[src/rtl/icache_refill_controller.sv]
`default_nettype none
// ============================================================================
// Module      : icache_refill_controller
// Description : I-cache fetch/refill FSM. Hits return one cycle after the
//               lookup; misses refill the whole line with a pipelined burst of
//               up to MAX_OUTSTANDING overlapping word loads, then write the
//               line to the cache and forward it to the fetch unit.
//               Optional feature macro: CRITICAL_WORD_FIRST_EN (refill starts
//               at the PC word and the first returned word is forwarded early).
// Revision    : 1.0 - initial release
// ============================================================================
module icache_refill_controller #(
    parameter int BLOCK_WORDS     = 8,
    parameter int INDEX           = 12,
    parameter int MAX_OUTSTANDING = 4
) (
    input  logic                      clk_i,
    input  logic                      rst_i,
    input  logic                      stall_i,
    input  logic                      invalidate_i,
    input  logic                      fetch_i,
    input  logic [31:0]               program_counter_i,
    output logic [BLOCK_WORDS*32-1:0] instruction_o,
    output logic                      valid_o,
    output logic                      stall_fetch_o,
    output logic [31:0]               word_o,
    output logic                      word_valid_o,
    output logic                      cache_read_o,
    output logic [31:0]               cache_read_address_o,
    input  logic                      cache_hit_i,
    input  logic [BLOCK_WORDS*32-1:0] cache_instruction_i,
    output logic                      cache_write_o,
    output logic [31:0]               cache_write_address_o,
    output logic [BLOCK_WORDS*32-1:0] cache_instruction_o,
    output logic                      load_request_o,
    output logic [31:0]               load_address_o,
    input  logic                      load_ready_i,
    input  logic                      load_valid_i,
    input  logic [31:0]               load_data_i,
    output logic                      load_invalidate_o
);

    localparam int c_OFFSET = $clog2(BLOCK_WORDS);
    localparam int c_TAG    = 30 - INDEX - c_OFFSET;
    localparam int c_CW     = c_OFFSET + 1;                 // holds 0..BLOCK_WORDS
    localparam int c_OW     = $clog2(MAX_OUTSTANDING + 1);  // holds 0..MAX_OUTSTANDING

    localparam logic [c_CW-1:0] c_BW  = c_CW'(BLOCK_WORDS);
    localparam logic [c_OW-1:0] c_MAX = c_OW'(MAX_OUTSTANDING);

    localparam logic [2:0] c_ST_IDLE     = 3'd0;
    localparam logic [2:0] c_ST_LOOKUP   = 3'd1;
    localparam logic [2:0] c_ST_REFILL   = 3'd2;
    localparam logic [2:0] c_ST_ALLOCATE = 3'd3;
    localparam logic [2:0] c_ST_DRAIN    = 3'd4;

    logic [2:0]                r_state;
    logic [2:0]                w_state_nxt;
    logic [29:0]               r_pc;            // latched fetch word address
    logic [c_CW-1:0]           r_issue_cnt;
    logic [c_CW-1:0]           r_resp_cnt;
    logic [c_CW-1:0]           w_resp_cnt_nxt;
    logic [c_OW-1:0]           r_outstanding;
    logic [c_OW-1:0]           w_outstanding_nxt;
    logic                      r_abort;
    logic [31:0]               r_buf [BLOCK_WORDS];
    logic [c_OFFSET-1:0]       w_start;
    logic [c_OFFSET-1:0]       w_issue_ptr;
    logic [c_OFFSET-1:0]       w_resp_ptr;
    logic                      w_issue_window;
    logic                      w_accept;
    logic                      w_resp_take;
    logic                      w_refill_resp;
    logic                      w_lookup_hit;
    logic [BLOCK_WORDS*32-1:0] w_line;
    logic [31:0]               w_line_base;

`ifdef CRITICAL_WORD_FIRST_EN
    assign w_start = r_pc[c_OFFSET-1:0];
`else
    assign w_start = '0;
`endif

    // Offsets wrap naturally in c_OFFSET bits, giving the mod-BLOCK_WORDS order.
    assign w_issue_ptr = w_start + r_issue_cnt[c_OFFSET-1:0];
    assign w_resp_ptr  = w_start + r_resp_cnt[c_OFFSET-1:0];
    assign w_line_base = {r_pc[29 -: (c_TAG + INDEX)], {c_OFFSET{1'b0}}, 2'b00};

    // A request may go out from the miss cycle of LOOKUP onward, while the burst
    // is neither aborted, stalled, window-limited nor complete.
    assign w_issue_window = ((r_state == c_ST_REFILL) ||
                             ((r_state == c_ST_LOOKUP) && !cache_hit_i))
                            && !r_abort && !invalidate_i && !stall_i
                            && (r_outstanding < c_MAX) && (r_issue_cnt < c_BW);
    assign w_accept       = w_issue_window && load_ready_i;

    // Stray responses with nothing in flight are ignored so the count never underflows.
    assign w_resp_take       = load_valid_i && (r_outstanding != '0);
    assign w_refill_resp     = w_resp_take && (r_state == c_ST_REFILL);
    assign w_outstanding_nxt = r_outstanding + c_OW'(w_accept) - c_OW'(w_resp_take);
    assign w_resp_cnt_nxt    = r_resp_cnt + c_CW'(w_refill_resp);
    assign w_lookup_hit      = (r_state == c_ST_LOOKUP) && cache_hit_i;

    // Next-state decode.
    always_comb begin
        w_state_nxt = r_state;
        case (r_state)
            c_ST_IDLE: begin
                if (fetch_i) w_state_nxt = c_ST_LOOKUP;
            end
            c_ST_LOOKUP: begin
                if (cache_hit_i || invalidate_i || r_abort) w_state_nxt = c_ST_IDLE;
                else if (!stall_i)                          w_state_nxt = c_ST_REFILL;
            end
            c_ST_REFILL: begin
                if (invalidate_i)
                    w_state_nxt = (w_outstanding_nxt != '0) ? c_ST_DRAIN : c_ST_IDLE;
                else if ((w_resp_cnt_nxt == c_BW) && !stall_i)
                    w_state_nxt = c_ST_ALLOCATE;
            end
            c_ST_ALLOCATE: begin
                if (invalidate_i || !stall_i) w_state_nxt = c_ST_IDLE;
            end
            c_ST_DRAIN: begin
                if (w_outstanding_nxt == '0) w_state_nxt = c_ST_IDLE;
            end
            default: w_state_nxt = c_ST_IDLE;
        endcase
    end

    // State, counters, abort flag and latched PC.
    always_ff @(posedge clk_i) begin
        if (rst_i) begin
            r_state       <= c_ST_IDLE;
            r_issue_cnt   <= '0;
            r_resp_cnt    <= '0;
            r_outstanding <= '0;
            r_abort       <= 1'b0;
            r_pc          <= '0;
        end else begin
            r_state       <= w_state_nxt;
            r_outstanding <= w_outstanding_nxt;
            if (w_state_nxt == c_ST_IDLE)
                r_abort <= 1'b0;
            else if (invalidate_i && ((r_state == c_ST_REFILL) || (r_state == c_ST_ALLOCATE)))
                r_abort <= 1'b1;
            if (r_state == c_ST_IDLE) begin
                r_issue_cnt <= '0;
                r_resp_cnt  <= '0;
                if (fetch_i) r_pc <= program_counter_i[31:2];
            end else begin
                if (w_accept) r_issue_cnt <= r_issue_cnt + c_CW'(1);
                r_resp_cnt <= w_resp_cnt_nxt;
            end
        end
    end

    // Line buffer capture; runs under stall so no response is lost.
    always_ff @(posedge clk_i) begin
        if (w_refill_resp) r_buf[w_resp_ptr] <= load_data_i;
    end

    generate
        for (genvar gi = 0; gi < BLOCK_WORDS; gi++) begin : g_line
            assign w_line[gi*32 +: 32] = r_buf[gi];
        end
    endgenerate

    // Fetch-side and cache-side outputs decoded from the current state.
    always_comb begin
        stall_fetch_o         = (r_state == c_ST_IDLE) ? fetch_i : 1'b1;
        cache_read_o          = (r_state == c_ST_IDLE) && fetch_i;
        cache_read_address_o  = (r_state == c_ST_IDLE) ? program_counter_i : {r_pc, 2'b00};
        valid_o               = 1'b0;
        instruction_o         = '0;
        cache_write_o         = 1'b0;
        cache_write_address_o = '0;
        cache_instruction_o   = '0;
        if (w_lookup_hit) begin
            valid_o       = !(invalidate_i || r_abort);
            instruction_o = cache_instruction_i;
        end else if (r_state == c_ST_ALLOCATE) begin
            valid_o               = !invalidate_i;
            instruction_o         = w_line;
            cache_write_o         = !invalidate_i;
            cache_write_address_o = w_line_base;
            cache_instruction_o   = w_line;
        end
    end

    assign load_request_o    = w_issue_window;
    assign load_address_o    = {r_pc[29:c_OFFSET], w_issue_ptr, 2'b00};
    assign load_invalidate_o = invalidate_i;

`ifdef CRITICAL_WORD_FIRST_EN
    assign word_valid_o = w_refill_resp && (r_resp_cnt == '0) && !r_abort && !invalidate_i;
    assign word_o       = word_valid_o ? load_data_i : '0;
`else
    assign word_valid_o = 1'b0;
    assign word_o       = '0;
`endif

endmodule
`default_nettype wire
[config.mk]
export PLATFORM = sky130hd
export DESIGN_NAME = icache_refill_controller
export DESIGN_NICKNAME = d
export VERILOG_FILES = /design/src/rtl/icache_refill_controller.sv
export SDC_FILE = /design/constraint.sdc
export NUM_CORES = 1
export LEC_CHECK = 0
export BUFFER_PORTS_ARGS = -buffer_cell sky130_fd_sc_hd__buf_2
export CAP_MARGIN = 20
export CORE_AREA = 2 2 376 378
export CTS_CLUSTER_SIZE = 25
export DETAILED_ROUTE_END_ITERATION = 8
export DIE_AREA = 0 0 378 380
export PLACE_DENSITY = 0.4
export SLEW_MARGIN = 20
export SYNTH_ARGS = -nofsm -noshare
export SYNTH_HDL_FRONTEND = slang
export SYNTH_SLANG_ARGS = --single-unit
[constraint.sdc]
create_clock -name clk_i -period 4.6 [get_ports clk_i]
set_clock_uncertainty 0.15 [all_clocks]
set_input_delay 0.92 -clock clk_i [delete_from_list [all_inputs] [get_ports clk_i]]
set_output_delay 0.92 -clock clk_i [all_outputs]
set_load 0.02 [all_outputs]
# Word level (Yosys, flattened, before mapping)
# Memories as Yosys holds them, arrays and structs flattened.
# Index checks and enable logic that the tools add are counted.
# totals
regBits,45
mem_bits_rw,256
word_cells,71
memories,1
# classes
add_sub_neg,4
magnitude_cmp,2
eq_ne,5
mux,21
n_reduce_logical,32
# mem_list
memory,depth,word_bits,rd,rd_clocked_by_memory_dff,write_ports,line_no,rtl
r_buf,8,32,8,0,1,66,logic [31:0] r_buf [BLOCK_WORDS];
# op_table
operator,n
$mux 256,3
$mux 32,3
$mux 3,8
$pmux 3 s5,1
$logic_and 1x1->1,13
$logic_not 3->1,3
$eq 3x2->1 const B,2
$logic_or 1x1->1,6
$mux 1,6
$reduce_bool 3->1,2
$logic_not 1->1,5
$add 4x1->4,1
$add 4x1->4 const B,1
$eq 4x4->1 const B,1
$lt 4x4->1 const B,1
$reduce_or 2->1,2
$add 3x1->3,1
$eq 3x1->1 const B,1
$eq 3x3->1 const B,1
$lt 3x3->1 const B,1
$sub 3x1->3,1
$reduce_and 2->1,1

# Depth between registers and ports, before layout
# Gate-level depths: netlist of the first run.
# depth
word_depth,17
depth_mapped,10
mapped_depth_nobuf,10

# Worst setup path after synthesis of the first run
# Ideal clock, no wire load.
# synth_timing
kind,in2reg
start,input load_valid_i
end,memory r_buf[0][0] (enable)
arrival_time_ns,3.550
required_time_ns,3.989
path_slack_ns,0.439
path_stages,4
cell_sequence,o31a_1 > and3b_1 > nand2b_1 > nor3_1
# synth_via
elab_chain_len,4
# synth_lines
element,line_no,rtl
start: declaration,38,"input logic load_valid_i,"
$logic_and 1x1->1,98,assign w_resp_take = load_valid_i && (r_outstanding != '0);
$logic_and 1x1->1,99,assign w_refill_resp = w_resp_take && (r_state == c_ST_REFILL);
$mux 1,160,if (w_refill_resp) r_buf[w_resp_ptr] <= load_data_i;
$mux 1 (implied by the code),160,
end: declaration,66,
# Every way passes these cells.

# Worst setup path in the final report of the first run
# layout_timing
start,register r_state[1]
end,output instruction_o[61]
# layout_via
elab_chain_len,3
elab_cells_between_ends,5
classes_between,eq/ne: 2; mux: 2; reduce/logical: 1
# layout_lines
element,line_no,rtl
start: declaration,57,logic [2:0] r_state;
start signal: assignment,134,r_state <= c_ST_IDLE;
start signal: assignment,141,r_state <= w_state_nxt;
$eq 3x2->1 or $eq 3x1->1 (tied branches),"182, 102",
$mux 256 or $logic_and 1x1->1 (tied branches),"182, 102",
$mux 256 (*),179,if (w_lookup_hit) begin
end: declaration,23,"output logic [BLOCK_WORDS*32-1:0] instruction_o,"
# Mark *: on every way between the ends. The rest lies on a longest branch, timed or not.

==> results of run 1 <==
-- cells by family after synthesis --
group | after synthesis | synth area share (%)
simple gates | 398 | 15.8
flops | 301 | 59.1
compound gates | 299 | 15.0
buf+inv | 183 | 6.75
mux | 31 | 2.39
fa+ha+maj | 6 | 0.568
xor+xnor | 5 | 0.302
other cells | 1 | 0.0258
-- per-stage QoR --
| step | power, µW | setup slack (ns) | cell area, µm² | utilization (%) | hold WS (ns) |
|---|---|---|---|---|---|
| CTS | 7170 | 0.563 | 22400 | 16.1 | 0.306 |
| finish | 7010 | 0.614 | 22400 | 16.1 | 0.307 |
| detailed placement | 4020 | 0.775 | 21200 | 15.2 | 0.297 |
| global route | 7310 | 0.493 | 22400 | 16.1 | 0.333 |
| floorplan | 3560 | 0.439 | 14700 | - | 0.284 |
| global placement | 4020 | 0.818 | 21200 | 15.2 | 0.294 |
-- flip-flops by register name, summed over array words and instances (netlist names) --
register       count
r_buf            256
r_pc              30
r_issue_cnt        4
r_resp_cnt         4
r_outstanding      3
r_state            3
r_abort            1
-- layout by cell type, fill, tap and decap left out, drive strengths merged, types with 3 or more instances in the layout --
cell type | Yosys | routed
a21o | 256 | 256
a21oi | 33 | 33
and2 | 4 | 4
and3 | 283 | 283
buf | 90 | 970
bufinv | 0 | 3
clkbuf | 88 | 46
clkinv | 0 | 15
conb | 1 | 40
dfxtp | 45 | 45
diode | 0 | 8
edfxtp | 256 | 256
ha | 5 | 5
inv | 5 | 7
mux2 | 30 | 30
nand2 | 67 | 67
nand2b | 6 | 6
nor2 | 17 | 17
nor2b | 4 | 4
nor3 | 8 | 8
xnor2 | 3 | 3
-- worst paths after layout --
check                         from              endpoint  slack [ns]  cells past startpoint
max          r_state[1]$_SDFF_PP0_     instruction_o[61]        0.61                      6
min           r_pc[1]$_SDFFE_PP0P_  r_pc[1]$_SDFFE_PP0P_        0.31                      2
max reg2reg  r_state[0]$_SDFF_PP0_  r_abort$_SDFFE_PP0P_        1.34                     10
min reg2reg   r_pc[1]$_SDFFE_PP0P_  r_pc[1]$_SDFFE_PP0P_        0.31                      2
-- cell usage after synthesis, drive strengths merged, types with 5 or more instances --
| library cell | instances |
|---|---|
| a21oi | 33 |
| edfxtp | 256 |
| nor3 | 8 |
| a21o | 256 |
| mux2 | 30 |
| inv | 5 |
| ha | 5 |
| buf | 90 |
| nor2 | 17 |
| nand2b | 6 |
| clkbuf | 88 |
| dfxtp | 45 |
| nand2 | 67 |
| and3 | 283 |
-- routing by layer --
layer  track usage [%]  wire length [µm]  vias to the layer above
met3              2.77              6290                       90
met4              3.42              2450                       10
li1                  -                 -                     6172
met1              17.1             44000                     6946
met5                 0                53                        -
met2              22.7             48400                      648
-- layout make-up --
cell class | instances | area [µm²]
timing repair buffer | 970 | 5070
fill | 15700 | 117000
clock buffer | 46 | 1040
multi-input combinational | 779 | 5170
antenna | 8 | 20.0
tap | 1876 | 2350
inverter | 5 | 18.8
sequential | 301 | 8590
clock inverter | 20 | 178
-- power by group through the flow --
| stage | Clock (µW) | Combinational, µW | Sequential [µW] |
|---|---|---|---|
| after floorplan | 0 | 500 | 3060 |
| after global placement | 0 | 948 | 3080 |
| after detailed placement | 0 | 944 | 3080 |
| after CTS | 3200 | 949 | 3020 |
| after global routing | 3290 | 998 | 3020 |
| final | 3060 | 931 | 3020 |
-- worst max-delay path, cell delays in order, from the launching register on --
cell and delay, ns:
dfxtp_1 0.52, and2b_4 0.41, buf_12 0.27, buf_4 0.31, and3_1 0.43, a21o_1 0.14, buf_2 0.16
==> metrics.cfg, run 1 <==
[yosys]
synth_edf_count=256
syn_inst=1224
ys_warn_count=0
synthTopCellsByArea=edfxtp_1, a21o_1, and3_1
synth_area_leader_cell=edfxtp_1
ys.flop_type=edfxtp_1
synth_area_um2=14500
async_reset_ff_share_pct=0
syn_avg_cell_area_um2=11.9
synth_seq_cells=301
synth-seq-area-share_pct=59.1
ys_types=40
synth_top_area_share_pct=52.9

[clock_tree]
insertion_delay_ns=0.56
hold_buffers=0
post-cts-setup-buffer-count=0
cts_buffers=39
cts_max_level=2
cts_tree=built
path_clk_slew_ns=0.06
cts-root-to-sink-buffers=3
clock_sinks=301
cts-root-buf=clkbuf_16
cts.repair.resized=0

[setup_path]
crit_arrival_ns=2.92
crit_fanout=60
end_kind=output port
cp_data_required_time_ns=3.53
cp-start-kind=register
criticalPathCategory=reg -> out

[power_and_ir_drop]
pwr_density_cell_nw_per_um2=312
p_sw_share_pct=27.5
pwr-share-clk_pct=43.7
pwr-share-comb_pct=13.3
power_frac_seq_pct=43.1
ir_worst_vdd_v=0.000195
p_int_uw=5080
p_leak_uw=0.0131
p_switching_uw=1930

[global_route]
grt_start_max_net_pins=163
track_usage_pct=13.3
antenna_found_initial=34
grt_pass1_wl_um=129000
grt_pass1_vias=13800
overflow=0

[detailed_routing]
first_pass_iters=7
first_iter_violations=679
vias_per_cell=3.46
wl_per_cell_um=25.3
ant_nets=0
drc=0
finalWirelength_um=101000
via_count=13900

[timing]
rsz0062_at_grt=false
fmaxAchievable_mhz=251
hold_viol=0
fin_setup_tns_ns=0
max-slew-margin-rel_pct=39.6
period_needed_ns=3.99
period_share_pct=86.7
tightest_slew_ns=0.906
slew_viol_final=0
finalSetupViolations=0

[floorplanning]
die_w_um=378
rows=137
boundaryPins=975
die_area_um2=144000
dieHeight_um=380
start_util_pct=10.4
fp.coreArea_um2=139000

[placed_design]
port_buffers=934
gp_congestion=0.850
dp_cells=3931
hpwl_um=82400

[finish]
fin_cells=4005
nNetsFinal=2430
area_growth_pct=54.5
drive_above_1_share_pct=50.4

[status]
status=completed

[run]
drv_cap=0

[min_path]
min_path_type=reg -> reg

No activity file was read; power rests on OpenSTA's default activity.
==> inputs of run 2 (changes only) <==
--- a/config.mk
+++ b/config.mk
@@ -5,12 +5,12 @@
 export SDC_FILE = /design/constraint.sdc
 export NUM_CORES = 1
 export LEC_CHECK = 0
-export BUFFER_PORTS_ARGS = -buffer_cell sky130_fd_sc_hd__buf_2
+export BUFFER_PORTS_ARGS = -buffer_cell sky130_fd_sc_hd__buf_4
 export CAP_MARGIN = 20
-export CORE_AREA = 2 2 376 378
+export CORE_AREA = 2 2 377 379
 export CTS_CLUSTER_SIZE = 25
 export DETAILED_ROUTE_END_ITERATION = 8
-export DIE_AREA = 0 0 378 380
+export DIE_AREA = 0 0 379 381
 export PLACE_DENSITY = 0.4
 export SLEW_MARGIN = 20
 export SYNTH_ARGS = -nofsm -noshare
==> run 2 against run 1 <==
Against the previous run: register-to-register slack worse by 0.08 ns; clock-buffer cell count is 9 higher; routed wire length decreased by 3.2%; global-route usage decreased by 0.59 points; maximum frequency is 0.27% higher; highest routed layer unchanged.
==> metrics.cfg, run 2 (synthesized netlist as in run 1, its figures left out) <==
[timing]
fin_ws_ns=0.625  ; +0.0108 ns
finalSetupViolations=0  ; unchanged
period_share_pct=86.4  ; -0.23 points
tightest_slew_ns=0.883  ; -0.0229 ns
max-slew-margin-rel_pct=41.2  ; +1.5 points
rsz0062_at_grt=false
slew_viol_final=0  ; unchanged
fmaxAchievable_mhz=252  ; +0.27%
period_needed_ns=3.98  ; -0.0108 ns
hold_viol=0  ; unchanged
fin_setup_tns_ns=0  ; unchanged

[floorplanning]
boundaryPins=975  ; unchanged
dieHeight_um=381  ; +0.26%
fp.coreArea_um2=141000  ; +0.98%
rows=138  ; +0.73%
die_w_um=379  ; +0.26%
die_area_um2=144000  ; +0.53%
start_util_pct=10.3  ; -0.10 points

[power_and_ir_drop]
pwr_density_cell_nw_per_um2=296  ; -5.3%
p_sw_share_pct=26.4  ; -1.1 points
p_switching_uw=1940  ; +0.72%
pwr-share-comb_pct=14.3  ; +1.0 points
power_frac_seq_pct=41.1  ; -2.0 points
pwr-share-clk_pct=44.7  ; +1.0 points
p_leak_uw=0.0134  ; +2.2%
p_int_uw=5420  ; +6.6%
ir_worst_vdd_v=0.000225  ; +15%
power_uw=7360  ; +5.0%

[run]
drv_cap=0  ; unchanged

[finish]
top_register=r_buf
mostFrequentLayoutCells=buf_4, and3_1, a21o_1, edfxtp_1, nand2_1
nNetsFinal=2426  ; -0.16%
area_growth_pct=71.4
layout_commonest_cell=buf_4
largest_reg_flops=256  ; unchanged
drive_above_1_share_pct=50.2  ; -0.17 points
largest_registers=r_buf: 256 flops, r_pc: 30 flops
fin_cells=4016  ; +0.27%

[placed_design]
gp_congestion=0.827  ; -2.7%
hpwl_um=78200  ; -5.1%
port_buffers=934  ; unchanged
dp_cells=3939  ; +0.20%
post-place-ws_ns=0.824  ; +0.0490 ns

[clock_tree]
path_clk_slew_ns=0.06  ; about the same
cts.repair.resized=0  ; unchanged
cts_buffers=41  ; +5.1%
cts_max_level=2  ; unchanged
cts-root-buf=clkbuf_16
clock_sinks=301  ; unchanged
insertion_delay_ns=0.59  ; +0.03 ns
cts-root-to-sink-buffers=3  ; unchanged
post-cts-setup-buffer-count=0  ; unchanged
cts_tree=built
hold_buffers=0  ; unchanged

[setup_path]
cp-start-kind=register
end_kind=output port
crit_fanout=94  ; +57%
crit_arrival_ns=2.91  ; about the same
cp_data_required_time_ns=3.53  ; about the same
criticalPathCategory=reg -> out

[global_route]
grt_pass1_vias=13500  ; -1.9%
overflow=0  ; unchanged
use_met1_pct=16.3  ; -0.75 points
grt_pass1_wl_um=124000  ; -3.9%
grt_start_max_net_pins=173  ; +6.1%
antenna_found_initial=13  ; -62%
busiest_layer=met2
track_usage_pct=12.8  ; -0.59 points
met3_usage_pct=3.07  ; +0.30 points
use_met2_pct=20.9  ; -1.8 points

[detailed_routing]
finalWirelength_um=97900  ; -3.2%
vias_per_cell=3.42  ; -1.2%
drc=0  ; unchanged
wl_per_cell_um=24.4  ; -3.5%
first_pass_iters=6  ; -1
ant_nets=0  ; unchanged
first_iter_violations=923  ; +36%
via_count=13700  ; -0.88%

[status]
status=completed

[min_path]
min_path_type=reg -> reg

-- run 2: changes by cell type in the layout (fill, tap and decap cells not counted), sizes merged --
cell	before	now
bufinv	3	4
clkbuf	46	55
diode	8	4
clkinvlp	0	1
buf	970	964
clkinv	15	11
-- run 2: stage by stage --
stage | hold slack (ns) | util (%) | area [µm²]
global placement | 0.292 | 16.7 | 23500
floorplan | 0.284 | - | 14700
finish | 0.302 | 17.7 | 24900
detailed placement | 0.298 | 16.7 | 23500
CTS | 0.306 | 17.7 | 24900
global route | 0.332 | 17.7 | 24900
-- run 2: final timing paths --
path,startpoint,to,slack [ns],cells after the start
max,r_state[1]$_SDFF_PP0_,instruction_o[125],0.62,5
min,r_pc[2]$_SDFFE_PP0P_,r_pc[2]$_SDFFE_PP0P_,0.30,2
min reg2reg,r_pc[2]$_SDFFE_PP0P_,r_pc[2]$_SDFFE_PP0P_,0.30,2
max reg2reg,r_state[0]$_SDFF_PP0_,r_abort$_SDFFE_PP0P_,1.26,10
-- run 2: final cells by class --
cell class,count,area (µm²)
multi-input cells,779,5170
flip-flops and latches,301,8590
clock buffers,55,1150
diodes,4,10.0
well taps,1890,2360
inverters,5,18.8
repair buffers,964,7390
clock inverters,18,200
fillers,15800,116000
-- run 2: layer usage --
layer / vias to the layer above / share of wire (%)
met2: 604 / 47
met3: 100 / 7.1
li1: 6160 / -
met4: 8 / 3.1
met1: 6872 / 43
met5: - / 0.039
-- run 2: power by group through the flow --
stage | sequential [µW] | clock [µW] | combinational [µW]
6_report | 3020 | 3290 | 1050
2_1_floorplan | 3060 | 0 | 500
4_1_cts | 3020 | 3430 | 1070
3_3_place_gp | 3080 | 0 | 1070
3_5_place_dp | 3080 | 0 | 1070
5_1_grt | 3030 | 3510 | 1120
-- run 2: critical path, stage by stage (launching register included) --
cell and delay [ns]:
dfxtp_1 0.51, and2b_4 0.25, buf_12 0.26, and3_1 0.54, a21o_1 0.39, buf_4 0.23
==> inputs of run 3 (changes only) <==
--- a/config.mk
+++ b/config.mk
@@ -5,7 +5,7 @@
 export SDC_FILE = /design/constraint.sdc
 export NUM_CORES = 1
 export LEC_CHECK = 0
-export BUFFER_PORTS_ARGS = -buffer_cell sky130_fd_sc_hd__buf_4
+export BUFFER_PORTS_ARGS = -buffer_cell sky130_fd_sc_hd__buf_2
 export CAP_MARGIN = 20
 export CORE_AREA = 2 2 377 379
 export CTS_CLUSTER_SIZE = 25
==> run 3 against run 2 <==
Against the previous run: maximum frequency down 2.4%; hold slack improved by 0.0030 ns; critical endpoint is now instruction_o[37]; sequential cell count unchanged; register-to-register slack worse by 0.06 ns; global-route usage decreased by 0.11 points; cell count grew 0.27%; largest cell class unchanged; critical path depth grew 1; combinational power shrank 14%; utilization fell by 1.7 points.
==> metrics.cfg, run 3 (synthesized netlist as in run 1, its figures left out) <==
[global_route]
track_usage_pct=12.7  ; -0.11 points
overflow=0  ; unchanged
grt_pass1_vias=13300  ; -1.5%
antenna_found_initial=30  ; +17
grt_pass1_wl_um=123000  ; -0.87%
grt_start_max_net_pins=101  ; -42%

[floorplanning]
rows=138  ; unchanged
dieHeight_um=381  ; unchanged
die_w_um=379  ; unchanged
boundaryPins=975  ; unchanged
fp.coreArea_um2=141000  ; unchanged
die_area_um2=144000  ; unchanged
start_util_pct=10.3  ; unchanged

[setup_path]
crit_fanout=53  ; -44%
worstPathCellList=and2b_4 -> buf_12 -> buf_4 -> and3_1 -> a21o_1 -> buf_2
cp-start-kind=register
cp_data_required_time_ns=3.53  ; about the same
reg2reg_depth=10  ; unchanged
end_kind=output port
cpMaxStageDelayCell=dfxtp_1
r2r-start=r_state[0]$_SDFF_PP0_
crit_arrival_ns=3.00  ; +0.09 ns
crit_start=r_state[1]$_SDFF_PP0_
criticalPathCategory=reg -> out
cpPeakStageDelay_ns=0.53  ; about the same

[power_and_ir_drop]
power_uw=7210  ; -2.1%
p_leak_uw=0.0132  ; -2.0%
pwr_density_cell_nw_per_um2=319  ; +8.0%
ir_worst_vdd_v=0.000206  ; -8.7%

[clock_tree]
hold_buffers=0  ; unchanged
insertion_delay_ns=0.60  ; about the same
cts-root-to-sink-buffers=3  ; unchanged
cts-root-buf=clkbuf_16
cts_tree=built
post-cts-setup-buffer-count=0  ; unchanged
clock_sinks=301  ; unchanged
cts_max_level=2  ; unchanged
path_clk_slew_ns=0.06  ; about the same
cts_buffers=41  ; unchanged
cts.repair.resized=0  ; unchanged

[finish]
fin_util_pct=16.1  ; -1.7 points
drive_above_1_share_pct=50.3  ; +0.094 points
area_growth_pct=55.4
largest_registers=r_buf: 256 flops, r_pc: 30 flops
largest_reg_flops=256  ; unchanged
mostFrequentLayoutCells=buf_2, and3_1, a21o_1, edfxtp_1, nand2_1
layout_commonest_cell=buf_2
top_register=r_buf
nNetsFinal=2427  ; +0.041%

[min_path]
hold_depth=2  ; unchanged
min_path_type=reg -> reg
holdCritStartpoint=r_pc[1]$_SDFFE_PP0P_

[timing]
rsz0062_at_grt=false
finalSetupViolations=0  ; unchanged
hold_viol=0  ; unchanged
period_needed_ns=4.07  ; +0.0974 ns
fin_ws_ns=0.527  ; -0.0974 ns
max-slew-margin-rel_pct=42.8  ; +1.7 points
fin_setup_tns_ns=0  ; unchanged
slew_viol_final=0  ; unchanged
fmaxAchievable_mhz=246  ; -2.4%
period_share_pct=88.5  ; +2.1 points
tightest_slew_ns=0.857  ; -0.0252 ns

[placed_design]
post-place-ws_ns=0.772  ; -0.0520 ns
port_buffers=934  ; unchanged
hpwl_um=76100  ; -2.6%
gp_congestion=0.852  ; +3.0%

[detailed_routing]
wl_per_cell_um=24.1  ; -1.1%
ant_nets=0  ; unchanged
via_count=13900  ; +1.4%
first_pass_iters=5  ; -1
first_iter_violations=980  ; +6.2%
vias_per_cell=3.46  ; +1.2%
finalWirelength_um=97200  ; -0.80%
drc=0  ; unchanged

[run]
drv_cap=0  ; unchanged

[status]
status=completed

## run 3: cell count changes in the layout (fill, tap and decap cells not counted), sizes merged
| cell | previous run | this run |
|---|---|---|
| clkbuf | 55 | 53 |
| inv | 7 | 8 |
| diode | 4 | 13 |
| buf | 964 | 965 |
| clkinvlp | 1 | 3 |
## run 3: worst paths after layout
| check | to | slack [ns] |
|---|---|---|
| worst min-delay path | r_pc[1]$_SDFFE_PP0P_ | 0.31 |
| worst max-delay path | instruction_o[37] | 0.53 |
| worst min register to register | r_pc[1]$_SDFFE_PP0P_ | 0.31 |
| worst max register to register | r_abort$_SDFFE_PP0P_ | 1.20 |
## run 3: routing by layer
layer  global-route usage [%]  wire, µm
met2                     21.2     46300
met5                        0        82
met1                     16.3     42000
met4                     3.06      2070
met3                     2.87      6750
## run 3: critical path, delay by kind of cell, from the launching register on
family                 cells  cell delay, ns
AOI/OAI and AO/OA          1            0.18
and+or+nand+nor            2            0.80
buffers and inverters      3            0.82
DFF                        1            0.53
## run 3: power by group
| part | leakage, µW | total (µW) | internal, µW | switching (µW) |
|---|---|---|---|---|
| Clock | 0.000644 | 3280 | 1940 | 1340 |
| Combinational | 0.00985 | 903 | 316 | 587 |
| Sequential | 0.00267 | 3020 | 2990 | 38.0 |
## run 3: cell type report
| class | count | area (µm²) |
|---|---|---|
| Multi-Input combinational cell | 779 | 5170 |
| Fill cell | 15900 | 118000 |
| Tap cell | 1890 | 2360 |
| Clock inverter | 21 | 221 |
| Clock buffer | 53 | 1110 |
| Inverter | 5 | 18.8 |
| Sequential cell | 301 | 8590 |
| Antenna cell | 13 | 32.5 |
| Timing Repair Buffer | 965 | 5060 |
## run 3: metrics by stage
| step | cells | cell area, µm² | hold slack, ns |
|---|---|---|---|
| floorplan | 1263 | 14700 | 0.284 |
| global placement | 3940 | 21200 | 0.290 |
| detailed placement | 3940 | 21200 | 0.298 |
| CTS | 4014 | 22500 | 0.307 |
| global route | 4015 | 22500 | 0.333 |
| finish | 4027 | 22600 | 0.305 |
